**config.mk**
```make
export PLATFORM = sky130hd
export DESIGN_NAME = usb2_ts_packer
export DESIGN_NICKNAME = d
export VERILOG_FILES = /design/src/rtl/usb2_ts_packer.sv
export SDC_FILE = /design/constraint.sdc
export NUM_CORES = 1
export LEC_CHECK = 0
export ABC_AREA = 0
export ABC_CLOCK_PERIOD_IN_PS = 6300
export BUFFER_PORTS_ARGS = -buffer_cell sky130_fd_sc_hd__buf_2
export CORE_MARGIN = 2
export CORE_UTILIZATION = 50
export DETAILED_ROUTE_END_ITERATION = 8
export MAX_ROUTING_LAYER = met4
export PLACE_DENSITY = 0.82
export SLEW_MARGIN = 20
export SYNTH_ARGS = -nofsm -noshare
export SYNTH_HDL_FRONTEND = slang
export SYNTH_SLANG_ARGS = --single-unit
export TNS_END_PERCENT = 100
```
**constraint.sdc**
```tcl
create_clock -name ep3_ext_clk -period 6.3 [get_ports ep3_ext_clk]
set_clock_uncertainty 0.15 [all_clocks]
set_input_delay 1.575 -clock ep3_ext_clk [delete_from_list [all_inputs] [get_ports ep3_ext_clk]]
set_output_delay 1.575 -clock ep3_ext_clk [all_outputs]
set_load 0.02 [all_outputs]
```
**src/rtl/usb2_ts_packer.sv**
```systemverilog
// Packs a byte-wide MPEG-TS stream into 188-byte aligned packets for the EP3 isochronous IN buffer.
// Define USB2_TS_PACKER_STATS_EN to add saturating drop/commit statistics counters.
module usb2_ts_packer #(
  parameter int unsigned PKTS_PER_XFER = 5,
  parameter logic [15:0] FLUSH_TIMEOUT = 16'd50000,
  parameter logic [7:0]  TS_SYNC       = 8'h47
) (
  input  logic        ep3_ext_clk,
  input  logic        reset_n,
  input  logic        stream_en,
  input  logic [7:0]  ts_data,
  input  logic        ts_valid,
  input  logic        ts_sop,
  output logic        ts_ready,
  output logic [10:0] buf_in_addr,
  output logic [7:0]  buf_in_data,
  output logic        buf_in_wren,
  input  logic        buf_in_ready,
  output logic        buf_in_commit,
  output logic [10:0] buf_in_commit_len,
  input  logic        buf_in_commit_ack,
  output logic        sync_err
`ifdef USB2_TS_PACKER_STATS_EN
  ,
  input  logic        stat_clr,
  output logic [15:0] stat_drop_cnt,
  output logic [15:0] stat_commit_cnt
`endif
);

  typedef enum logic [1:0] {
    ST_IDLE   = 2'd0,
    ST_FILL   = 2'd1,
    ST_COMMIT = 2'd2,
    ST_ACKLOW = 2'd3
  } state_t;

  localparam logic [2:0] LAST_PKT = 3'(PKTS_PER_XFER - 1);

  state_t      state_r;
  logic [2:0]  pkt_cnt_r;
  logic [7:0]  byte_cnt_r;
  logic [15:0] idle_cnt_r;
  logic        accept_s;
  logic        sop_ok_s;
  logic        timeout_s;
  logic [10:0] base_addr_s;

  function automatic logic [10:0] pkt_base(input logic [2:0] pkts);
    return {8'd0, pkts} * 11'd188;
  endfunction

  // Handshake and event decode from registered state and current inputs
  always_comb begin
    ts_ready    = (state_r == ST_FILL) && buf_in_ready && stream_en;
    accept_s    = ts_valid && ts_ready;
    sop_ok_s    = ts_sop && (ts_data == TS_SYNC);
    timeout_s   = (FLUSH_TIMEOUT != 16'd0) && (idle_cnt_r == FLUSH_TIMEOUT) && (pkt_cnt_r != 3'd0);
    base_addr_s = pkt_base(pkt_cnt_r);
  end

  // Packing state machine, write path and commit handshake
  always_ff @(posedge ep3_ext_clk or negedge reset_n) begin
    if (!reset_n) begin
      state_r           <= ST_IDLE;
      pkt_cnt_r         <= 3'd0;
      byte_cnt_r        <= 8'd0;
      idle_cnt_r        <= 16'd0;
      buf_in_addr       <= 11'd0;
      buf_in_data       <= 8'd0;
      buf_in_wren       <= 1'b0;
      buf_in_commit     <= 1'b0;
      buf_in_commit_len <= 11'd0;
      sync_err          <= 1'b0;
    end else begin
      buf_in_wren <= 1'b0;
      sync_err    <= 1'b0;
      case (state_r)
        ST_IDLE: begin
          if (stream_en && buf_in_ready) state_r <= ST_FILL;
          else                           state_r <= ST_IDLE;
        end
        ST_FILL: begin
          if (!stream_en) begin
            pkt_cnt_r  <= 3'd0;
            byte_cnt_r <= 8'd0;
            idle_cnt_r <= 16'd0;
            state_r    <= ST_IDLE;
          end else if (accept_s) begin
            idle_cnt_r <= 16'd0;
            if (sop_ok_s) begin
              // A valid sync byte always restarts the current packet slot
              buf_in_wren <= 1'b1;
              buf_in_addr <= base_addr_s;
              buf_in_data <= ts_data;
              byte_cnt_r  <= 8'd1;
              sync_err    <= (byte_cnt_r != 8'd0);
            end else if (byte_cnt_r == 8'd0) begin
              sync_err <= 1'b1;
            end else begin
              buf_in_wren <= 1'b1;
              buf_in_addr <= base_addr_s + {3'd0, byte_cnt_r};
              buf_in_data <= ts_data;
              if (byte_cnt_r == 8'd187) begin
                byte_cnt_r <= 8'd0;
                pkt_cnt_r  <= pkt_cnt_r + 3'd1;
                if (pkt_cnt_r == LAST_PKT) state_r <= ST_COMMIT;
                else                       state_r <= ST_FILL;
              end else begin
                byte_cnt_r <= byte_cnt_r + 8'd1;
              end
            end
          end else if (timeout_s) begin
            sync_err   <= (byte_cnt_r != 8'd0);
            byte_cnt_r <= 8'd0;
            state_r    <= ST_COMMIT;
          end else if (idle_cnt_r != FLUSH_TIMEOUT) begin
            idle_cnt_r <= idle_cnt_r + 16'd1;
          end else begin
            idle_cnt_r <= idle_cnt_r;
          end
        end
        ST_COMMIT: begin
          if (!buf_in_commit) begin
            buf_in_commit     <= 1'b1;
            buf_in_commit_len <= base_addr_s;
          end else if (buf_in_commit_ack) begin
            buf_in_commit <= 1'b0;
            state_r       <= ST_ACKLOW;
          end else begin
            state_r <= ST_COMMIT;
          end
        end
        ST_ACKLOW: begin
          if (!buf_in_commit_ack) begin
            pkt_cnt_r  <= 3'd0;
            byte_cnt_r <= 8'd0;
            idle_cnt_r <= 16'd0;
            state_r    <= ST_IDLE;
          end else begin
            state_r <= ST_ACKLOW;
          end
        end
        default: state_r <= ST_IDLE;
      endcase
    end
  end

`ifdef USB2_TS_PACKER_STATS_EN
  // Saturating statistics: dropped bytes/packets and completed commit handshakes
  always_ff @(posedge ep3_ext_clk or negedge reset_n) begin
    if (!reset_n) begin
      stat_drop_cnt   <= 16'd0;
      stat_commit_cnt <= 16'd0;
    end else if (stat_clr) begin
      stat_drop_cnt   <= 16'd0;
      stat_commit_cnt <= 16'd0;
    end else begin
      if (sync_err && (stat_drop_cnt != 16'hFFFF)) stat_drop_cnt <= stat_drop_cnt + 16'd1;
      else                                          stat_drop_cnt <= stat_drop_cnt;
      if ((state_r == ST_COMMIT) && buf_in_commit && buf_in_commit_ack && (stat_commit_cnt != 16'hFFFF))
        stat_commit_cnt <= stat_commit_cnt + 16'd1;
      else
        stat_commit_cnt <= stat_commit_cnt;
    end
  end
`endif

endmodule

```
==> metrics.md <==
| Metric | Value |
|---|---|
| Post-Route Setup TNS | 0 ps |
| TritonCTS sink count | 60 |
| Boundary Pins | 49 |
| Crit-path cells | buf_2 -> or4b_4 -> nor4_4 -> buf_4 -> inv_2 -> ha_1 -> nand2b_1 -> inv_1 -> o21ai_0 -> o22a_1 |
| Min cycle time layout | 4300 ps |
| Clock-pin transition on the worst setup and hold timing paths | 70 ps |
| Critical path's slowest cell | inv_1 |
| Synth Cell Area | 3600 um^2 |
| Design Power | 1.48 mW |
| Synth area leaders | dfrtp_1 (42%), nand2_1 (8.3%), ha_1 (7.0%) |
| Hold/Removal Path Class | flop to flop |
| Row count | 30 |
| Clock Latency Late Sink | 350 ps |
| Post_cts resized | 0 |
| Routability cong. | 0.870 |
| H-tree depth | 3 |
| Post-synthesis sequential area ratio | 41.7% |
| Setup Crit Path Kind | input port to flop |
| Max VDD drop | 0.000154 V |
| Adder-Cell Fraction of Synth Area | 9.18% |
| Yosys warns | 0 |
| WL met3 | 385 um |
| Share of cells above drive strength 1 | 16.8% |
| Cells after synthesis | 399 |
| Crit end category | flop |
| Routed length per instance | 14.3 um |
| CP required | 6390 ps |
| WP buf/inv | 4 |
| Simple-Gate Fraction of Synth Area | 25.5% |
| CP max stage delay | 570 ps |
| Max clock buf depth | 2 |
| Hold_buf cts | 0 |
| Via count | 3,120 |
| Yosys top cell area share | 41.7% |
| Met2 Wirelength | 3.70 mm |
| Starting Density | 52.4% |
| P_leak | 2.08 nW |
| # setup viols final | 0 |
| Fill cells | 629 |
| Hold Fails Final Rpt | 0 |
| Reg2reg start | pkt_cnt_r[2] |
| Slew Limit Headroom | 49.6% |
| XOR/XNOR share of the synthesized area | 1.70% |
| Area Growth Syn to Fin | 14.4% |
| Die Width | 88.8 um |
| Tcrit/Tclk final | 68.3% |
| Core area | 6870 um^2 |
| Initial antenna violation count | 0 |
| Port bufs | 46 |
| Top Family by Delay on Critical Path | simple AND/OR/NAND/NOR gates |
| RR Endpoint | buf_in_addr[9] |
| Ys async rst share | 100% |
| Diode count | 0 |
| Crit Path Max Fanout | 20 |
| Hold Path Stages | 2 |
| Met1 Wirelength | 3.50 mm |
| Postcts setup bufs | 0 |
| Status | completed |
| Max Used Layer | met4 |
| Distinct cells, synth | 58 |
| Worst setup startpoint | ts_data[5] |
| Startpoint types | input port |
| Final #Nets | 486 |
| Levels on crit path | 10 |
| Largest net degree at the start of global routing | 61 |
| Total Wirelength | 7.84 mm |
| R2r setup slk | 2670 ps |
| Post-synthesis mux area share | 2.85% |
| Vias in the first global route | 2,983 |
| GRT overflow | 0 |
| CP endpoint | buf_in_addr[7] |
| Total track usage | 22.6% |
| CTS root buf | clkbuf_8 |
| Reg2reg path depth | 9 |
| RSZ-0062 raised after global routing | false |
| Pwr dens | 360 nW/um^2 |
| CTS tree | done |
| Number of synthesized flops with an enable pin | 0 |
| First-pass GRT wire length | 13.3 mm |
| Most used DFF post-synth | dfrtp_1 |
| F_max | 0.233 GHz |
| Max_cap viols | 0 |
| Die footprint | 7890 um^2 |
| Final HPWL DP | 5.72 mm |
| Post-DRT Antenna Nets | 0 |
| WP data arrival | 4390 ps |
| Drt drc | 0 |
| Drt pass-1 iters | 4 |
| CTS Buf Count | 9 |
| Largest family of logic cells by synthesized area | simple AND/OR/NAND/NOR gates |
| Compound-gate portion of the synthesized area | 15.6% |
| Avg Cell Area, Syn | 9.02 um^2 |
| Area leader, netlist | dfrtp_1 |
| Die H | 88.8 um |
| Vias per cell | 5.69 |
| Slew Viols, Final | 0 |
| DRT iter0 DRCs | 150 |
| Worst Max-Slew Pin Slew | 753 ps |
| Yosys reg bits | 60 |
-- sequential cells by signal, indices dropped and copies added, names as in the netlist --
| register | flops |
|---|---|
| idle_cnt_r | 16 |
| buf_in_addr | 11 |
| buf_in_commit_len | 9 |
| buf_in_data | 8 |
| byte_cnt_r | 8 |
| pkt_cnt_r | 3 |
| state_r | 2 |
| buf_in_commit | 1 |
| buf_in_wren | 1 |
| sync_err | 1 |
-- metal layers --
metal	vias up	global-route usage [%]
met5	-	-
met4	0	12.0
met3	19	4.57
met2	91	36.5
met1	1500	26.6
li1	1510	-
-- power breakdown --
| part | leakage, nW | total (mW) | switching [mW] | internal (mW) |
|---|---|---|---|---|
| clock | 0.0983 | 0.354 | 0.162 | 0.192 |
| sequential | 0.818 | 0.521 | 0.0668 | 0.454 |
| combinational | 1.16 | 0.606 | 0.381 | 0.225 |
| total | 2.08 | 1.48 | 0.610 | 0.872 |
-- worst min-delay path by stage --
stage               slack, ps              endpoint                 start
floorplan                 340         idle_cnt_r[9]         idle_cnt_r[9]
global placement          300        buf_in_data[1]        buf_in_data[1]
detailed placement        310  buf_in_commit_len[6]  buf_in_commit_len[6]
CTS                       330        buf_in_data[3]        buf_in_data[3]
global route              340        buf_in_data[3]        buf_in_data[3]
finish                    320  buf_in_commit_len[6]  buf_in_commit_len[6]
-- through the flow --
step	util, %	std cells	worst slack (ps)	instance area [um^2]	hold WS (ps)
after floorplan	-	400	2430	3600	336
after global placement	57.0	532	1750	3920	303
after detailed placement	57.0	532	1660	3920	312
after CTS	59.9	548	2010	4120	329
after global routing	59.9	548	1740	4120	345
final	59.9	548	2000	4120	323
-- worst register-to-register path: cells and delay by family, from the launching register on --
family	cells	cell delay (ps)
compound gates	3	470
fa+ha+maj	4	1760
flops	1	630
simple gates	2	560
-- synth_stat cells (2+ instances only) --
cell	number
nand2_1	80
dfrtp_1	60
nor2_1	26
o21ai_0	25
ha_1	20
a21oi_1	19
nand3_1	15
inv_1	13
nand2b_1	9
a21o_1	8
mux2i_1	8
a211oi_1	7
clkbuf_1	7
o31ai_1	7
a31oi_1	6
and3_1	6
nor3_1	6
or3_1	6
or4_1	5
fa_1	4
nand4_1	4
nor2b_1	4
xnor2_1	4
buf_2	3
buf_4	3
xor2_1	3
a22o_1	2
and2_1	2
and4_1	2
mux2_2	2
nor3_2	2
nor3b_1	2
nor4_1	2
nor4_4	2
o22a_1	2
-- layout make-up --
type / count / area, um^2 / share of cell area, %
multi-input cells: 312 / 1980 / 48.1
flip-flops and latches: 60 / 1500 / 36.5
repair buffers: 50 / 260 / 6.32
clock buffers: 10 / 138 / 3.34
well taps: 96 / 120 / 2.92
clock inverters: 6 / 63.8 / 1.55
inverters: 14 / 52.6 / 1.28
-- placed cells by master (no fill, tap or decap), types with 4 or more instances in the layout --
master and count:
or3_1 6, fa_1 4, ha_1 20, nand2_1 80, nor3_1 6, a21o_1 8, buf_4 4, a21oi_1 19
nor2b_1 4, mux2i_1 8, a211oi_1 7, o21ai_0 25, nand4_1 4, a31oi_1 6, buf_2 46, clkbuf_8 10
dfrtp_1 60, nand2b_1 9, and3_1 6, nand3_1 15, or4_1 5, inv_1 13, nor2_1 26, o31ai_1 7
xnor2_1 4
-- kinds of logic (layout without fill, tap and decap cells) --
family,Yosys count,count (layout)
other,1,2
AND/OR/NAND/NOR,181,181
AO/OA/AOI/OAI,88,88
adder cells (fa/ha/maj),24,24
XOR/XNOR,7,7
multiplexers,10,10
buffers and inverters,28,80
flip-flops,60,60
Power figures use the tool's default switching activity.
